`config.mk`:
```
export PLATFORM = sky130hd
export DESIGN_NAME = serial_cfg_master
export DESIGN_NICKNAME = d
export VERILOG_FILES = /design/src/rtl/serial_cfg_master.sv
export SDC_FILE = /design/constraint.sdc
export NUM_CORES = 1
export LEC_CHECK = 0
export ABC_AREA = 0
export CAP_MARGIN = 10
export CORE_ASPECT_RATIO = 2
export CORE_MARGIN = 2
export CORE_UTILIZATION = 30
export CTS_CLUSTER_SIZE = 28
export DETAILED_ROUTE_END_ITERATION = 6
export DONT_BUFFER_PORTS = 1
export PLACE_DENSITY = 0.55
export SETUP_SLACK_MARGIN = 0.3
export SLEW_MARGIN = 5
export SYNTH_ARGS = -nofsm -noshare
export SYNTH_HDL_FRONTEND = slang
export SYNTH_SLANG_ARGS = --single-unit
```
`constraint.sdc`:
```
create_clock -name i_clk -period 3.1 [get_ports i_clk]
set_clock_uncertainty 0.2 [all_clocks]
set_input_delay 0.775 -clock i_clk [delete_from_list [all_inputs] [get_ports i_clk]]
set_output_delay 0.775 -clock i_clk [all_outputs]
set_load 0.03 [all_outputs]
```
`src/rtl/serial_cfg_master.sv`:
```
// Serial configuration master: pulses an active-low reset downstream, shifts a
// config word out MSB first on o_sclk/o_sdin, then waits for i_ready or times out.
module serial_cfg_master #(
   parameter int NBITS       = 5,
   parameter int HALF_PERIOD = 4,
   parameter int TIMEOUT     = 1023
) (
   input  logic             i_clk,
   input  logic             i_rst,
   input  logic             i_cfg_valid,
   output logic             o_cfg_ready,
   input  logic [NBITS-1:0] i_cfg_data,
   input  logic             i_ready,
   output logic             o_resetbALL,
   output logic             o_sclk,
   output logic             o_sdin,
   output logic             o_busy,
   output logic             o_done,
   output logic             o_timeout
);

   typedef enum logic [2:0] {
      S_IDLE, S_RST, S_PRE, S_SHIFT_LO, S_SHIFT_HI, S_WAIT_RDY, S_DONE, S_ERR
   } state_t;

   localparam logic [7:0]  HP_LAST  = 8'(HALF_PERIOD - 1);
   localparam logic [4:0]  BIT_LAST = 5'(NBITS - 1);
   localparam logic [15:0] TO_LAST  = 16'(TIMEOUT - 1);

   state_t           r_state;
   logic [NBITS-1:0] r_shift;
   logic [7:0]       r_phase_cnt;
   logic [4:0]       r_bit_cnt;
   logic [15:0]      r_wait_cnt;
   logic             r_rdy_q;
   logic             r_cfg_ready;
   logic             r_resetb;
   logic             r_sclk;
   logic             r_sdin;
   logic             r_busy;
   logic             r_done;
   logic             r_timeout;
   logic [NBITS-1:0] w_shift_next;

   assign w_shift_next = r_shift << 1;

   always_ff @(posedge i_clk) begin
      if (i_rst) begin
         r_state     <= S_IDLE;
         r_shift     <= '0;
         r_phase_cnt <= '0;
         r_bit_cnt   <= '0;
         r_wait_cnt  <= '0;
         r_rdy_q     <= 1'b0;
         r_cfg_ready <= 1'b0;
         r_resetb    <= 1'b0;
         r_sclk      <= 1'b0;
         r_sdin      <= 1'b0;
         r_busy      <= 1'b0;
         r_done      <= 1'b0;
         r_timeout   <= 1'b0;
      end else begin
         r_done  <= 1'b0;
         // Ready is only meaningful while waiting; a stale high from earlier states is dropped.
         r_rdy_q <= (r_state == S_WAIT_RDY) ? i_ready : 1'b0;
         case (r_state)
            S_IDLE: begin
               r_cfg_ready <= 1'b1;
               r_sclk      <= 1'b0;
               r_sdin      <= 1'b0;
               r_busy      <= 1'b0;
               if (i_cfg_valid && r_cfg_ready) begin
                  r_shift     <= i_cfg_data;
                  r_timeout   <= 1'b0;
                  r_cfg_ready <= 1'b0;
                  r_busy      <= 1'b1;
                  r_resetb    <= 1'b0;
                  r_phase_cnt <= '0;
                  r_bit_cnt   <= '0;
                  r_state     <= S_RST;
               end
            end
            S_RST: begin
               if (r_phase_cnt == 8'd1) begin
                  r_phase_cnt <= '0;
                  r_resetb    <= 1'b1;
                  r_sdin      <= r_shift[NBITS-1];
                  r_state     <= S_PRE;
               end else begin
                  r_phase_cnt <= r_phase_cnt + 8'd1;
               end
            end
            S_PRE: begin
               if (r_phase_cnt == 8'd1) begin
                  r_phase_cnt <= '0;
                  r_state     <= S_SHIFT_LO;
               end else begin
                  r_phase_cnt <= r_phase_cnt + 8'd1;
               end
            end
            S_SHIFT_LO: begin
               if (r_phase_cnt == HP_LAST) begin
                  r_phase_cnt <= '0;
                  r_sclk      <= 1'b1;
                  r_state     <= S_SHIFT_HI;
               end else begin
                  r_phase_cnt <= r_phase_cnt + 8'd1;
               end
            end
            S_SHIFT_HI: begin
               if (r_phase_cnt == HP_LAST) begin
                  r_phase_cnt <= '0;
                  r_sclk      <= 1'b0;
                  if (r_bit_cnt == BIT_LAST) begin
                     r_bit_cnt  <= '0;
                     r_sdin     <= 1'b0;
                     r_wait_cnt <= '0;
                     r_state    <= S_WAIT_RDY;
                  end else begin
                     // Next bit is presented on the falling edge so it is settled before the next rise.
                     r_bit_cnt <= r_bit_cnt + 5'd1;
                     r_shift   <= w_shift_next;
                     r_sdin    <= w_shift_next[NBITS-1];
                     r_state   <= S_SHIFT_LO;
                  end
               end else begin
                  r_phase_cnt <= r_phase_cnt + 8'd1;
               end
            end
            S_WAIT_RDY: begin
               if (r_rdy_q) begin
                  r_done  <= 1'b1;
                  r_state <= S_DONE;
               end else if (r_wait_cnt == TO_LAST) begin
                  r_timeout <= 1'b1;
                  r_state   <= S_ERR;
               end else begin
                  r_wait_cnt <= r_wait_cnt + 16'd1;
               end
            end
            S_DONE, S_ERR: begin
               r_wait_cnt  <= '0;
               r_cfg_ready <= 1'b1;
               r_busy      <= 1'b0;
               r_state     <= S_IDLE;
            end
            default: begin
               r_state <= S_IDLE;
            end
         endcase
      end
   end

   assign o_cfg_ready = r_cfg_ready;
   assign o_resetbALL = r_resetb;
   assign o_sclk      = r_sclk;
   assign o_sdin      = r_sdin;
   assign o_busy      = r_busy;
   assign o_done      = r_done;
   assign o_timeout   = r_timeout;

endmodule

```
==> flow_summary.toml, run 1 <==
[grt]
grt_max_degree = 41
grt_pass1_wl_um = 9470
grt_usage = 0.137
overflow = 0
antenna_found_initial = 0
first_global_vias = 2027

[min_path]
hold_class = "flop to flop"
hold_start = "r_wait_cnt[7]"
holdPathEnd = "r_wait_cnt[7]"
min_path_cells = 2

[clock_tree]
cts_resized = 0
cts_tree = "yes"
clkLatencyLatePin_ns = 0.28
cts_num_sinks = 45
post-cts-setup-buffer-count = 0
cts_max_level = 2
ctsHoldBuffers = 0
clock_path_buffers = 2
cts.clk_slew.worst_paths_ns = 0.06
cts_root_buf = "clkbuf_16"
numCtsBuffers = 5

[synthesis]
synth_cells = 289
ys_seq_elements = 45
synth_fp_nets = 304
synth_area_mm2 = 0.00240
syn_avg_cell_area_um2 = 8.32
synth-warning-count = 0
synth_ff_type = "dfxtp_1"
synth_top_area_share = 0.375
synth_cell_types = 51
yosysSeqAreaShare = 0.375
ys_top_cells_by_area = "dfxtp_1 37%, nor2_1 5.6%, a21oi_1 4.6%"
async_flop_share = 0
yosys.area.top_type = "dfxtp_1"
synth-edff-count = 0
synth_most_common_cell = "dfxtp_1"
synthTopCellsByCount = "45 x dfxtp_1, 36 x nor2_1, 23 x nand2_1, 22 x a21oi_1, 17 x nand3_1"

[setup_path]
cp_max_fo = 10
r2r_end = "r_wait_cnt[7]"
r2r_setup_slack_ns = 0.65
cpPeakStageDelay_ns = 0.47
crit_chain = "ha_1 > nor3b_2 > a21oi_2 > a211o_4 > or4_1 > a211oi_1"
cp-start-kind = "flop"
crit_type = "flop to flop"
worst-endpoint-required_ns = 3.10
worstPathArrival_ns = 2.45
cp_slowest_cell = "or4_1"
r2r_start = "r_phase_cnt[0]"
ff2ff_path_depth = 6
end_kind = "flop"
startpoint = "r_phase_cnt[0]"

[sta]
rsz0062_at_grt = "false"
final-hold-violation-count = 0
clock.fmax_mhz = 408
finalSetupViolations = 0
fin_crit_ns = 2.45
maxSlewViolCount = 0
tightest_slew_ns = 0.681
max-slew-margin-rel = 0.543
finalSetupTns_ns = 0
period_share = 0.790
hold_slack_ns = 0.295

[pwr]
power_mw = 1.26
vdd_drop_max_v = 0.000220
p_leak_nw = 0.878
power_density_mw_per_mm2 = 476

[finish]
fill_cells = 859
layout-drive-gt1-share = 0.0793
nNetsFinal = 304
diodes = 0
syn_to_final_growth_pct = 10.3

[drt]
drt_pass1_iterations = 4
ant_nets = 0
avgRoutedWirePerCell_um = 14.3
drc = 0
vias = 2133
dr.first_iter.drc_count = 143
wl_um = 5520
via_per_inst = 5.53

[floorplanning]
placementRows = 46
io_pins = 16
die_w_um = 67.3
coreArea_mm2 = 0.00783
die_h_um = 131
start_util = 0.307
die_area_mm2 = 0.00879

[placed_design]
io_buffers = 0
dp_hpwl_um = 3860
gp_congestion = 0.868

[job]
cap_violations = 0

[outcome]
outcome = "complete, no violations"
placed cells by master (no fill, tap or decap), types with 3 or more instances in the layout:
cell type  netlist  layout
dfxtp_1         45      45
nor2_1          36      36
nand2_1         23      23
a21oi_1         22      22
nand3_1         17      17
o21ai_0         13      13
nor3_1          10      10
inv_1            9       9
a211oi_1         8       8
mux2_2           6       6
mux2i_1          6       6
xnor2_1          6       6
xor2_1           6       6
a31oi_1          6       6
ha_1             6       6
a41oi_1          5       5
a311oi_1         5       5
clkbuf_16        0       5
buf_4            0       5
nor2b_1          4       4
nand3b_1         3       3
o21a_1           3       3
clkbuf_1         9       3
critical path, delay by kind of cell, from the launching register on:
family | cells | cell delay, ns
compound gates | 3 | 0.66
fa+ha+maj | 1 | 0.25
flops | 1 | 0.40
simple gates | 2 | 0.85
per-layer routing:
layer  vias up  GRT usage  part of all wire
met2        46      0.220              0.49
met4         0     0.0504             0.014
met1      1017      0.177              0.45
met3         5     0.0317             0.045
met5         -          0                 0
li1       1065          -                 -
through the flow:
| step | instances | setup slack [ns] | cell area [um2] | utilization |
|---|---|---|---|---|
| detailed placement | 378 | 0.670 | 2510 | 0.321 |
| global route | 386 | 0.502 | 2650 | 0.339 |
| floorplan | 289 | 0.812 | 2400 | - |
| finish | 386 | 0.652 | 2650 | 0.339 |
| CTS | 386 | 0.649 | 2650 | 0.339 |
| global placement | 378 | 0.752 | 2510 | 0.321 |
worst max path at each step:
stage | cells past startpoint | end | slack, ns
after global routing | 6 | r_wait_cnt[7] | 0.50
after detailed placement | 6 | r_wait_cnt[7] | 0.67
after global placement | 6 | r_wait_cnt[7] | 0.75
after CTS | 6 | r_wait_cnt[7] | 0.65
final | 6 | r_wait_cnt[7] | 0.65
after floorplan | 6 | r_wait_cnt[1] | 0.81
logic make-up (layout without fill, tap and decap cells):
group                      after synthesis  in the layout  share of synthesized area
muxes                                   12             12                     0.0531
buffers and inverters                   21             22                     0.0333
xor gates and xnor gates                12             12                     0.0437
AOI/OAI and AO/OA                       79             79                      0.221
and+or+nand+nor                        114            114                      0.243
DFF                                     45             45                      0.375
adders and majority gates                6              6                     0.0312
power breakdown:
group          leakage, nW  internal (mW)  switching, mW
clock network       0.0652          0.300          0.208
logic                0.449         0.0537         0.0666
registers            0.364          0.597         0.0366
final cells by class:
type / instances / area, um2 / share of cell area
clock buffer: 8 / 136 / 0.0514
sequential: 45 / 901 / 0.340
inverter: 9 / 33.8 / 0.0127
multi-input combinational: 223 / 1420 / 0.537
timing repair buffer: 5 / 37.5 / 0.0142
tap: 96 / 120 / 0.0453
registers in the layout, summed over array words and instances, names as in the netlist:
name,cells
r_shift,5
o_busy,1
o_sclk,1
o_done,1
r_state,3
r_bit_cnt,5
r_rdy_q,1
o_cfg_ready,1
r_phase_cnt,8
o_resetbALL,1
o_sdin,1
r_wait_cnt,16
o_timeout,1
(Power assumes the default switching activity.)
==> inputs of run 2 (changes only) <==
--- a/config.mk
+++ b/config.mk
@@ -13,7 +13,7 @@
 export CTS_CLUSTER_SIZE = 28
 export DETAILED_ROUTE_END_ITERATION = 6
 export DONT_BUFFER_PORTS = 1
-export PLACE_DENSITY = 0.55
+export PLACE_DENSITY = 0.56
 export SETUP_SLACK_MARGIN = 0.3
 export SLEW_MARGIN = 5
 export SYNTH_ARGS = -nofsm -noshare
==> constraint.sdc (replaced) <==
create_clock -name i_clk -period 2.12 [get_ports i_clk]
set_clock_uncertainty 0.2 [all_clocks]
set_input_delay 0.53 -clock i_clk [delete_from_list [all_inputs] [get_ports i_clk]]
set_output_delay 0.53 -clock i_clk [all_outputs]
set_load 0.03 [all_outputs]
==> run 2 against run 1 <==
Against the previous run:
- routed wire length up 26%
- core utilization up 11 points
- worst setup slack worse by 0.58 ns
- total power up 60%
- die area unchanged
==> flow_summary.toml, run 2 (same netlist as run 1, synthesis figures left out) <==
[setup_path]
cp-start-kind = "flop"
worstPathArrival_ns = 2.07
cpPeakStageDelay_ns = 0.49
end_kind = "flop"
cp_max_fo = 3
ff2ff_path_depth = 5
r2r_end = "r_wait_cnt[7]"
worst-endpoint-required_ns = 2.14
r2r_start = "r_phase_cnt[5]"
crit_type = "flop to flop"
cp_slowest_cell = "or4_4"
crit_chain = "nor4_4 > a21oi_2 > a211o_4 > or4_4 > a211oi_2"
r2r_setup_slack_ns = 0.07

[placed_design]
dp_hpwl_um = 4270
gp_congestion = 0.805
dp_slack_ns = -0.00211
io_buffers = 0

[floorplanning]
start_util = 0.307
io_pins = 16
die_h_um = 131
die_area_mm2 = 0.00879
die_w_um = 67.3
coreArea_mm2 = 0.00783
placementRows = 46

[clock_tree]
cts_tree = "yes"
clock_path_buffers = 2
cts_num_sinks = 45
clkLatencyLatePin_ns = 0.29
cts_root_buf = "clkbuf_16"
ctsHoldBuffers = 0
cts.clk_slew.worst_paths_ns = 0.06
cts_max_level = 2
numCtsBuffers = 5

[sta]
max-slew-margin-rel = 0.669
rsz0062_at_grt = "true"
finalSetupTns_ns = 0
clock.fmax_mhz = 488
tightest_slew_ns = 0.494
final-hold-violation-count = 0
period_share = 0.966
finalSetupViolations = 0
maxSlewViolCount = 0
fin_crit_ns = 2.05
fin_ws_ns = 0.0723

[grt]
antenna_found_initial = 0
grt_pass1_wl_um = 11200
first_global_vias = 2359
grt_max_degree = 41
overflow = 0
grt_usage = 0.165

[finish]
nNetsFinal = 348
diodes = 0
reg_top3 = "r_wait_cnt x16, r_phase_cnt x8"
syn_to_final_growth_pct = 45.0
final_cell_mix = "35 x dfxtp_1, 34 x buf_4, 28 x nor2_1"
layout_commonest_cell = "dfxtp_1"
layout-drive-gt1-share = 0.407
largest_reg_flops = 16
largest-register = "r_wait_cnt"

[drt]
drc = 0
vias = 2407
avgRoutedWirePerCell_um = 16.2
drt_pass1_iterations = 4
dr.first_iter.drc_count = 194
ant_nets = 0
wl_um = 6960
via_per_inst = 5.60

[min_path]
holdPathEnd = "r_wait_cnt[0]"
min_path_cells = 1
hold_class = "primary input to flop"
hold_start = "i_rst"

[job]
cap_violations = 0

[pwr]
vdd_drop_max_v = 0.000305
power_density_mw_per_mm2 = 579
p_leak_nw = 1.18

[outcome]
outcome = "complete, no violations"
==> run 2: timing repair <==
item	CTS	global route
pin swaps	31	17
cloned	1	1
buffers inserted	16	3
resized for setup	76	38
endpoints found under the setup margin	38	40
endpoints found under the hold margin	0	0
==> run 2: report_power, final <==
part,internal (mW),switching [mW]
logic,0.164,0.178
clock network,0.439,0.325
registers,0.873,0.0389
==> run 2: how the worst max path moves through the flow <==
stage	start	end	slack (ns)
after floorplan	r_phase_cnt[5]	r_wait_cnt[7]	-0.003
after global placement	r_bit_cnt[1]	r_wait_cnt[1]	0.08
after detailed placement	r_phase_cnt[0]	r_wait_cnt[1]	-0.002
after CTS	r_phase_cnt[3]	r_wait_cnt[7]	0.07
after global routing	r_phase_cnt[1]	r_wait_cnt[7]	0.02
final	r_phase_cnt[5]	r_wait_cnt[7]	0.07
==> run 2: critical path: cells and delay by family, from the launching register on <==
family	cells	cell delay, ns
flops	1	0.36
simple gates	2	0.84
compound gates	3	0.59
==> run 2: metrics by stage <==
stage | cell area (um2) | power [mW] | hold slack, ns | cells | utilization
global placement | 2730 | 1.16 | 0.266 | 401 | 0.349
CTS | 3280 | 1.97 | 0.0959 | 426 | 0.419
detailed placement | 2730 | 1.16 | 0.279 | 401 | 0.349
floorplan | 2450 | 1.10 | 0.256 | 289 | -
global route | 3490 | 2.09 | 0.0953 | 430 | 0.445
finish | 3490 | 2.02 | 0.104 | 430 | 0.445
==> run 2: routing by layer <==
| layer | vias to the layer above | global-route usage | wire length (um) |
|---|---|---|---|
| li1 | 1156 | - | - |
| met1 | 1186 | 0.205 | 2970 |
| met2 | 53 | 0.272 | 3550 |
| met3 | 12 | 0.0342 | 310 |
| met4 | 0 | 0.0684 | 126 |
| met5 | - | 0 | 0 |
==> run 2: cell type report <==
class | count | area [um2]
well taps | 96 | 120
multi-input cells | 224 | 1860
clock buffers | 8 | 136
inverters | 9 | 33.8
fillers | 785 | 4340
flip-flops and latches | 45 | 928
repair buffers | 48 | 404
